==> src/rtl/if_fetch_unit_pkg.sv <==
// if_pkg: shared widths, queue entry and fetch FSM state for the fetch unit
package if_pkg;
  localparam int XLEN_DEFAULT = 32;
  localparam int INST_WIDTH = 32;
  localparam int INST_BYTES = 4;
  typedef struct packed {
    logic [XLEN_DEFAULT-1:0] pc;
    logic [INST_WIDTH-1:0]   instr;
  } fetch_entry_t;
  typedef enum logic {IDLE, WAIT} fetch_state_t;
endpackage

==> src/rtl/if_fetch_unit_queue.sv <==
// fetch_queue: flushable circular FIFO of fetch entries, head read from registers
module fetch_queue
  import if_pkg::*;
#(
  parameter int  DEPTH   = 4,
  parameter type entry_t = fetch_entry_t
) (
  input  logic                         clk_in,
  input  logic                         rst_n_in,
  input  logic                         push,
  input  logic                         pop,
  input  logic                         flush,
  input  entry_t                       push_data,
  output entry_t                       head,
  output logic [$clog2(DEPTH+1)-1:0]   count
);
  localparam int AW = $clog2(DEPTH);
  localparam int CW = $clog2(DEPTH+1);
  entry_t mem_q [DEPTH];
  entry_t mem_d [DEPTH];
  logic [AW-1:0] head_q, head_d, tail_q, tail_d;
  logic [CW-1:0] count_q, count_d;
  always_comb begin
    mem_d = mem_q;
    head_d = head_q;
    tail_d = tail_q;
    count_d = count_q;
    if (flush) begin
      head_d = '0;
      tail_d = '0;
      count_d = '0;
    end else begin
      if (push) begin
        mem_d[tail_q] = push_data;
        tail_d = tail_q + AW'(1);
      end
      head_d = pop ? head_q + AW'(1) : head_q;
      count_d = count_q + CW'(push) - CW'(pop);
    end
  end
  always_ff @(posedge clk_in or negedge rst_n_in) begin
    if (!rst_n_in) begin
      mem_q <= '{default: '0};
      head_q <= '0;
      tail_q <= '0;
      count_q <= '0;
    end else begin
      mem_q <= mem_d;
      head_q <= head_d;
      tail_q <= tail_d;
      count_q <= count_d;
    end
  end
  assign head = mem_q[head_q];
  assign count = count_q;
endmodule

==> src/rtl/if_fetch_unit.sv <==
// if_fetch_unit: PC, single-outstanding icache fetch FSM, redirect/drop handling and instruction queue
module if_fetch_unit
  import if_pkg::*;
#(
  parameter int              XLEN        = XLEN_DEFAULT,
  parameter int              QUEUE_DEPTH = 4,
  parameter logic [XLEN-1:0] RESET_PC    = '0
) (
  input  logic                               clk_in,
  input  logic                               rst_n_in,
  input  logic                               rdy_in,
  output logic                               icache_req_valid,
  output logic [XLEN-1:0]                    icache_req_addr,
  input  logic                               icache_req_ready,
  input  logic                               icache_resp_valid,
  input  logic [INST_WIDTH-1:0]              icache_resp_instr,
  input  logic                               redirect_valid,
  input  logic [XLEN-1:0]                    redirect_pc,
  output logic                               instr_valid,
  output logic [INST_WIDTH-1:0]              instr,
  output logic [XLEN-1:0]                    instr_pc,
  input  logic                               instr_ready,
  output logic [$clog2(QUEUE_DEPTH+1)-1:0]   queue_count
);
  localparam int CW = $clog2(QUEUE_DEPTH+1);
  typedef struct packed {
    logic [XLEN-1:0]       pc;
    logic [INST_WIDTH-1:0] instr;
  } entry_t;
  fetch_state_t state_q, state_d;
  logic [XLEN-1:0] pc_q, pc_d, req_pc_q, req_pc_d;
  logic drop_q, drop_d;
  logic credit, redir, fire, resp, push, pop;
  entry_t head;
  always_comb begin
    // an outstanding request reserves a slot so its response always fits
    credit = ({1'b0, queue_count} + (CW+1)'(state_q == WAIT)) < (CW+1)'(QUEUE_DEPTH);
    redir = rdy_in & redirect_valid;
    icache_req_valid = rst_n_in & rdy_in & state_q == IDLE & credit & !redirect_valid;
    fire = icache_req_valid & icache_req_ready;
    resp = rdy_in & state_q == WAIT & icache_resp_valid;
    push = resp & !drop_q & !redir;
    instr_valid = rdy_in & queue_count != '0;
    pop = instr_valid & instr_ready;
    pc_d = redir ? redirect_pc : fire ? pc_q + XLEN'(INST_BYTES) : pc_q;
    req_pc_d = fire ? pc_q : req_pc_q;
    state_d = fire ? WAIT : resp ? IDLE : state_q;
    drop_d = resp ? 1'b0 : (redir & state_q == WAIT) ? 1'b1 : drop_q;
  end
  always_ff @(posedge clk_in or negedge rst_n_in) begin
    if (!rst_n_in) begin
      state_q <= IDLE;
      pc_q <= RESET_PC;
      req_pc_q <= '0;
      drop_q <= 1'b0;
    end else begin
      state_q <= state_d;
      pc_q <= pc_d;
      req_pc_q <= req_pc_d;
      drop_q <= drop_d;
    end
  end
  fetch_queue #(.DEPTH(QUEUE_DEPTH), .entry_t(entry_t)) u_queue (
    .clk_in    (clk_in),
    .rst_n_in  (rst_n_in),
    .push      (push),
    .pop       (pop),
    .flush     (redir),
    .push_data ('{pc: req_pc_q, instr: icache_resp_instr}),
    .head      (head),
    .count     (queue_count)
  );
  assign icache_req_addr = pc_q;
  assign instr = head.instr;
  assign instr_pc = head.pc;
endmodule
==> config.mk <==
export PLATFORM = sky130hd
export DESIGN_NAME = if_fetch_unit
export DESIGN_NICKNAME = d
export VERILOG_FILES = /design/src/rtl/if_fetch_unit_pkg.sv /design/src/rtl/if_fetch_unit_queue.sv /design/src/rtl/if_fetch_unit.sv
export SDC_FILE = /design/constraint.sdc
export NUM_CORES = 1
export LEC_CHECK = 0
export CORE_ASPECT_RATIO = 0.7
export CORE_UTILIZATION = 35
export CTS_CLUSTER_SIZE = 30
export DETAILED_ROUTE_END_ITERATION = 8
export SYNTH_ARGS = -nofsm -noshare
export SYNTH_HDL_FRONTEND = slang
export SYNTH_SLANG_ARGS = --single-unit
==> constraint.sdc <==
create_clock -name clk_in -period 2.2 [get_ports clk_in]
set_input_delay 0.44 -clock clk_in [delete_from_list [all_inputs] [get_ports clk_in]]
set_output_delay 0.44 -clock clk_in [all_outputs]
set_load 0.05 [all_outputs]
==> summary.txt, run 1 <==
Global routing
  – Busiest grt layer: met1
  – Met3 Usage GRT: 3.508%
  – Overall global routing resource usage: 18.02%
  – First-pass GRT wire length: 59440 um
  – Global routing usage on met2: 26.69%
  – Largest net degree at the start of global routing: 157
  – Total grt overflow: 0
  – GR Layer Usage met1: 27.30%
  – Initial antenna violation count: 1
  – Vias in the first global route: 9835

Timing
  – RSZ-0062 raised after global routing: true
  – Peak Freq: 397.7 MHz
  – Final Hold Fails: 0
  – Setup ws final: -0.3142 ns
  – Final slew viol count: 0
  – Setup_tns: -15.97 ns
  – Worst Skew: about 0.022 ns
  – Crit path time final: 2.514 ns
  – Rel. slew slack: 36.57%
  – Final Setup Violations: 64
  – Period utilisation layout: 114.3%
  – Slew @ Worst Pin: 0.9514 ns

Finish
  – # nets final: between 1000 and 1500
  – Ratio of cells with drive above 1 in the final layout: 46.06%
  – Commonest non-fill, non-tap cell in the layout: dfrtp_1
  – Fill count: 3627
  – Most frequent cells in the layout: 305 x dfrtp_1, 256 x mux2_2, 126 x nand2_1
  – ANT cells: 0
  – P&R area growth vs syn: 32.54%

Yosys
  – Synth Area in XOR/XNOR: 0.9607%
  – EDFF count, synth: 0
  – Netlist cell types: 58
  – Synth Instances: between 1000 and 1500
  – Post-synthesis mux area share: about 30%
  – Syn nets: 1107
  – Adder-cell share of the synthesized area: 0.8235%
  – Synthesized cell area: 14590 um2
  – Largest family of logic cells by synthesized area: multiplexers
  – Simple-gate portion of the synthesized area: 7.360%
  – Ys flop type: dfrtp_1
  – Compound-Gate Fraction of Synth Area: under 10%
  – #FFs+latches synth: about 330
  – Warnings, synthesis: 0
  – Synth async-reset ratio: 100.0%
  – Syn Area/Cell: 14.20 um2
  – Post-synthesis sequential area ratio: approximately 56%

CTS
  – Skew-Pair Late Insertion Delay: 0.52 ns
  – Clock-pin slew on the worst setup and hold paths: around 0.07 ns
  – Clk sinks: between 300 and 400
  – Clk buf depth: 3
  – CTS root buf: clkbuf_16
  – CTS H-tree lvls: 2
  – Total CTS buffers: 36
  – CTS tree: yes

Flow run
  – MaxCap Viol Count: 0

Place
  – GP Congestion: roughly 0.84
  – Number of port buffers: 171
  – Worst slack, placed: -0.1925 ns
  – Final HPWL DP: 25120 um

Floorplanning
  – Initial Utilization: approximately 36%
  – Boundary pin count: about 170
  – Height of the die: between 150 and 200 um
  – Die area: 42510 um2
  – Core ar.: around 41000 um2
  – Std cell rows: 62
  – Die Width: between 200 and 250 um

Route
  – Initial drt markers: between 500 and 600
  – Number of remaining DRC errors: 0
  – Drt pass-1 iters: 4
  – Avg WL per Cell: 20.41 um
  – Antenna viol nets, final: 0
  – Final wirelength: 37550 um
  – Drt via density: 5.095
  – Vias: 9374

Outcome
  – Violated checks: negative setup slack
  – Status: finished with violations

Worst setup path
  – Number of cells on the worst reg-to-reg path: 6
  – Critical path class: reg2out
  – Critical Path AT: 2.07 ns
  – Setup crit start kind: register
  – Reg-to-Reg Start: icache_req_addr[9]
  – Crit path launch: u_queue.head_q[0]
  – CP endpoint kind: output pin
  – Worst R2R End: icache_req_addr[28]
  – Required time worst endpoint: 1.76 ns
  – FF-to-FF setup slack: 0.12 ns
  – Crit Path Max Fanout: 7

Min path
  – Hold Crit Class: in2async

Power
  – Worst ir drop on vdd: between 600 and 700 uV
  – LEAKAGE: 9.009 nW
  – PD cells: 1129 nW/um2
[sequential cells by signal, summed over array words and instances, names as in the netlist]
| name | flops |
|---|---|
| drop_q | 1 |
| icache_req_addr | 32 |
| state_q | 1 |
| u_queue.head_q | 2 |
| req_pc_q | 32 |
| u_queue.count | 3 |
| u_queue.mem_q | 256 |
| u_queue.tail_q | 2 |
[per-layer routing]
layer	vias up	wire, um	share of wire [%]
met5	-	17	0.045
met4	2	613	1.6
met3	52	1580	4.2
met2	169	16790	45
met1	4949	18550	49
li1	4202	-	-
[Yosys cell counts, types with 9 or more instances]
master	instances	area [um2]
buf_2	35	175.2
o21ai_0	9	45.04
dfrtp_1	329	8233
inv_1	9	33.78
mux2_2	256	2883
clkbuf_1	17	63.81
o21ai_1	9	45.04
nor2_1	31	116.4
buf_1	10	37.54
nand2_1	126	473.0
mux4_2	64	1441
nand3_1	16	80.08
[cell type report]
class	instances	area [um2]	area share (%)
clock buffer	53	1066	5.514
clock inverter	8	92.59	0.4789
inverter	10	37.54	0.1942
multi-input combinational	625	6101	31.56
sequential	329	8268	42.77
tap	544	680.7	3.521
timing repair buffer	271	3087	15.97
[stage by stage]
stage                     power [W]  util [%]  instances  area [um2]  hold slack (ns)
final                       0.02183     47.11       1840       19330           0.3924
after global routing        0.02283     47.11       1840       19330           0.4008
after CTS                   0.02189     46.87       1834       19240           0.3753
after detailed placement    0.01533     43.48       1768       17840           0.3945
after global placement      0.01524     43.48       1768       17840           0.3934
after floorplan             0.01232         -       1027       14670           0.1444
[cells by family after synthesis]
family | count (synthesis)
adder cells (fa/ha/maj) | 9
AND/OR/NAND/NOR | 224
flip-flops | 329
multiplexers | 323
AO/OA/AOI/OAI | 53
XOR/XNOR | 16
buffers and inverters | 73
[timing repair]
action,CTS,global route
hold buffers,1,0
cloned,2,3
endpoints found under the hold margin,5,0
resized for setup,75,2
endpoints found under the setup margin,94,65
buffers inserted,2,4
[where the power goes]
group / total, W / internal (W) / leakage [nW] / switching [W]
clock: 0.00600 / 0.00358 / 0.571 / 0.00242
combinational: 0.00793 / 0.00361 / 4.01 / 0.00432
sequential: 0.00789 / 0.00705 / 4.42 / 0.000844
[how the worst max path moves through the flow]
stage / cells after the start / to
after floorplan: 8 / u_queue.count[1]
after global placement: 10 / u_queue.count[2]
after detailed placement: 9 / u_queue.count[1]
after CTS: 4 / instr_pc[30]
after global routing: 5 / instr_pc[16]
final: 4 / instr_pc[29]
[critical path, stage by stage, from the launching register on]
cell	delay, ns
dfrtp_4	0.46
buf_12	0.16
buf_16	0.16
mux4_2	0.58
buf_12	0.18
No activity file was read; power rests on OpenSTA's default activity.
==> run 2, diff against run 1 <==
--- a/config.mk
+++ b/config.mk
@@ -6,9 +6,10 @@
 export NUM_CORES = 1
 export LEC_CHECK = 0
 export CORE_ASPECT_RATIO = 0.7
-export CORE_UTILIZATION = 35
+export CORE_UTILIZATION = 30
 export CTS_CLUSTER_SIZE = 30
 export DETAILED_ROUTE_END_ITERATION = 8
+export GPL_ROUTABILITY_DRIVEN = 0
 export SYNTH_ARGS = -nofsm -noshare
 export SYNTH_HDL_FRONTEND = slang
 export SYNTH_SLANG_ARGS = --single-unit
==> summary.txt, run 2 (same netlist as run 1, synthesis figures left out) <==
Global routing
  – Overall global routing resource usage: 16.01%
  – First-pass GRT wire length: just over 60000 um
  – Initial antenna violation count: 0
  – Largest net degree at the start of global routing: 172
  – Vias in the first global route: 10058
  – Total grt overflow: 0

Min path
  – Hold Crit Class: in2async

Timing
  – Period utilisation layout: 112.2%
  – Crit path time final: about 2.5 ns
  – Final Hold Fails: 0
  – Rel. slew slack: 29.61%
  – Slew @ Worst Pin: 1.056 ns
  – Final Setup Violations: 64
  – Peak Freq: 405.2 MHz
  – Worst Skew: ~0.026 ns
  – RSZ-0062 raised after global routing: true
  – Final slew viol count: 0
  – Worst hold slack: 0.04525 ns
  – Setup ws final: -0.2679 ns

Power
  – Total Power: 0.02172 W
  – Clock power share: roughly 28%
  – Seq pwr share: between 30% and 40%
  – Pint: 0.01401 W
  – Switching power: 0.007711 W
  – LEAKAGE: approximately 9 nW
  – Net Sw Frac: between 30% and 40%
  – Logic pwr share: 35.5%
  – PD cells: 1125 nW/um2
  – Worst ir drop on vdd: 607.2 uV

Place
  – Area post-placement: roughly 18000 um2
  – Final HPWL DP: 25610 um
  – Worst slack, placed: -0.2709 ns
  – Number of port buffers: 171

Worst setup path
  – Setup crit start kind: register
  – Buf/Inv on CP: 3
  – CP delay by family, top: multiplexers
  – Crit-path max cell delay: 0.58 ns
  – Number of cells on the worst reg-to-reg path: 7
  – Critical path class: reg2out
  – CP endpoint kind: output pin
  – Critical Path AT: 2.03 ns
  – CP most frequent cell: buf_12
  – Levels on crit path: 4
  – Crit Path Max Fanout: 8
  – Slowest CP cell: mux4_2
  – Required time worst endpoint: 1.76 ns
  – Crit-path cells: buf_12, buf_12, mux4_2, buf_6

Floorplanning
  – Initial Utilization: 30.42%
  – Core ar.: 47950 um2
  – Die Width: around 270 um
  – Die area: 49520 um2
  – Height of the die: about 190 um
  – Boundary pin count: 172
  – Std cell rows: 67

Finish
  – Max FFs per register: 256
  – Ratio of cells with drive above 1 in the final layout: 46.76%
  – # nets final: 1353
  – Most frequent cells in the layout: 305 x dfrtp_1, 256 x mux2_2, 126 x nand2_1
  – Commonest non-fill, non-tap cell in the layout: dfrtp_1
  – ANT cells: 0
  – Final Util: 40.25%
  – Fin area: 19300 um2
  – P&R area growth vs syn: 32.32%
  – Fill count: between 4000 and 5000
  – Largest Register: u_queue.mem_q

CTS
  – Skew-Pair Late Insertion Delay: ~0.53 ns
  – CTS H-tree lvls: 2
  – Total CTS buffers: 36
  – CTS root buf: clkbuf_16
  – Clk sinks: 329
  – CTS tree: yes
  – Clock-pin slew on the worst setup and hold paths: 0.06 ns
  – Clk buf depth: 3

Flow run
  – MaxCap Viol Count: 0

Outcome
  – Status: finished with violations
  – Violated checks: negative setup slack

Route
  – Final wirelength: about 39000 um
  – Antenna viol nets, final: 0
  – Drt pass-1 iters: 8
  – Avg WL per Cell: roughly 20 um
  – Vias: about 9300
  – Initial drt markers: 638
  – Number of remaining DRC errors: 0
  – Drt via density: 4.785
run 2: changes by cell type in the layout (fill, tap and decap cells not counted), sizes merged:
cell	change
inv	+3
dlygate4sd2	-2
clkinv	+2
buf	+4
clkbuf	-5
run 2: what timing repair did:
item,4_1_cts,5_1_grt
resized for setup,100,8
setup buffers,13,1
pin swaps,1,0
gates cloned,4,1
hold buffers,1,0
hold endpoints to repair,2,0
endpoints found under the setup margin,92,67
run 2: metal layers:
| layer | global-route usage, % | wire length, um | part of all wire [%] |
|---|---|---|---|
| met1 | 23.35 | 18420 | 47 |
| met2 | 24.48 | 17890 | 46 |
| met3 | 3.497 | 2336 | 6.0 |
| met4 | 3.135 | 549 | 1.4 |
| met5 | 0 | 0 | 0 |
run 2: layout make-up:
type | count | area, um2 | share of cell area [%]
clock buffer | 50 | 1045 | 5.413
timing repair buffer | 271 | 2868 | 14.86
multi-input combinational | 625 | 6127 | 31.75
tap | 655 | 819.5 | 4.246
inverter | 10 | 37.54 | 0.1945
sequential | 329 | 8268 | 42.84
clock inverter | 13 | 136.4 | 0.7066
run 2: stage by stage:
step / instances / TNS (ns)
after floorplan: 1027 / -0.07559
after global placement: 1875 / -49.75
after detailed placement: 1875 / -55.55
after CTS: 1955 / -19.82
after global routing: 1953 / -18.40
final: 1953 / -13.64
run 2: worst register-to-register path, cell delays in order (launching register included):
cell,delay (ns)
dfrtp_2,0.36
ha_2,0.20
nand2_1,0.07
or4b_4,0.51
buf_4,0.21
nor4_4,0.27
mux2i_1,0.21
o311ai_1,0.11
run 2: final timing paths:
kind | start | end | slack [ns]
worst max-delay path | u_queue.head_q[0] | instr_pc[5] | -0.27
worst min-delay path | rst_n_in | u_queue.mem_q[115] | 0.05
worst max register to register | icache_req_addr[2] | icache_req_addr[28] | 0.14
worst min register to register | u_queue.mem_q[23] | u_queue.mem_q[23] | 0.50
max in group asynchronous | rst_n_in | u_queue.mem_q[79] | 1.26
min in group clk_in | redirect_pc[18] | icache_req_addr[18] | 0.45
run 2: power groups by stage:
stage | logic [W] | registers (W) | clock network [W]
finish | 0.00772 | 0.00789 | 0.00612
CTS | 0.00800 | 0.00787 | 0.00630
global route | 0.00814 | 0.00803 | 0.00656
global placement | 0.00690 | 0.00794 | 0
detailed placement | 0.00696 | 0.00798 | 0
floorplan | 0.00426 | 0.00806 | 0
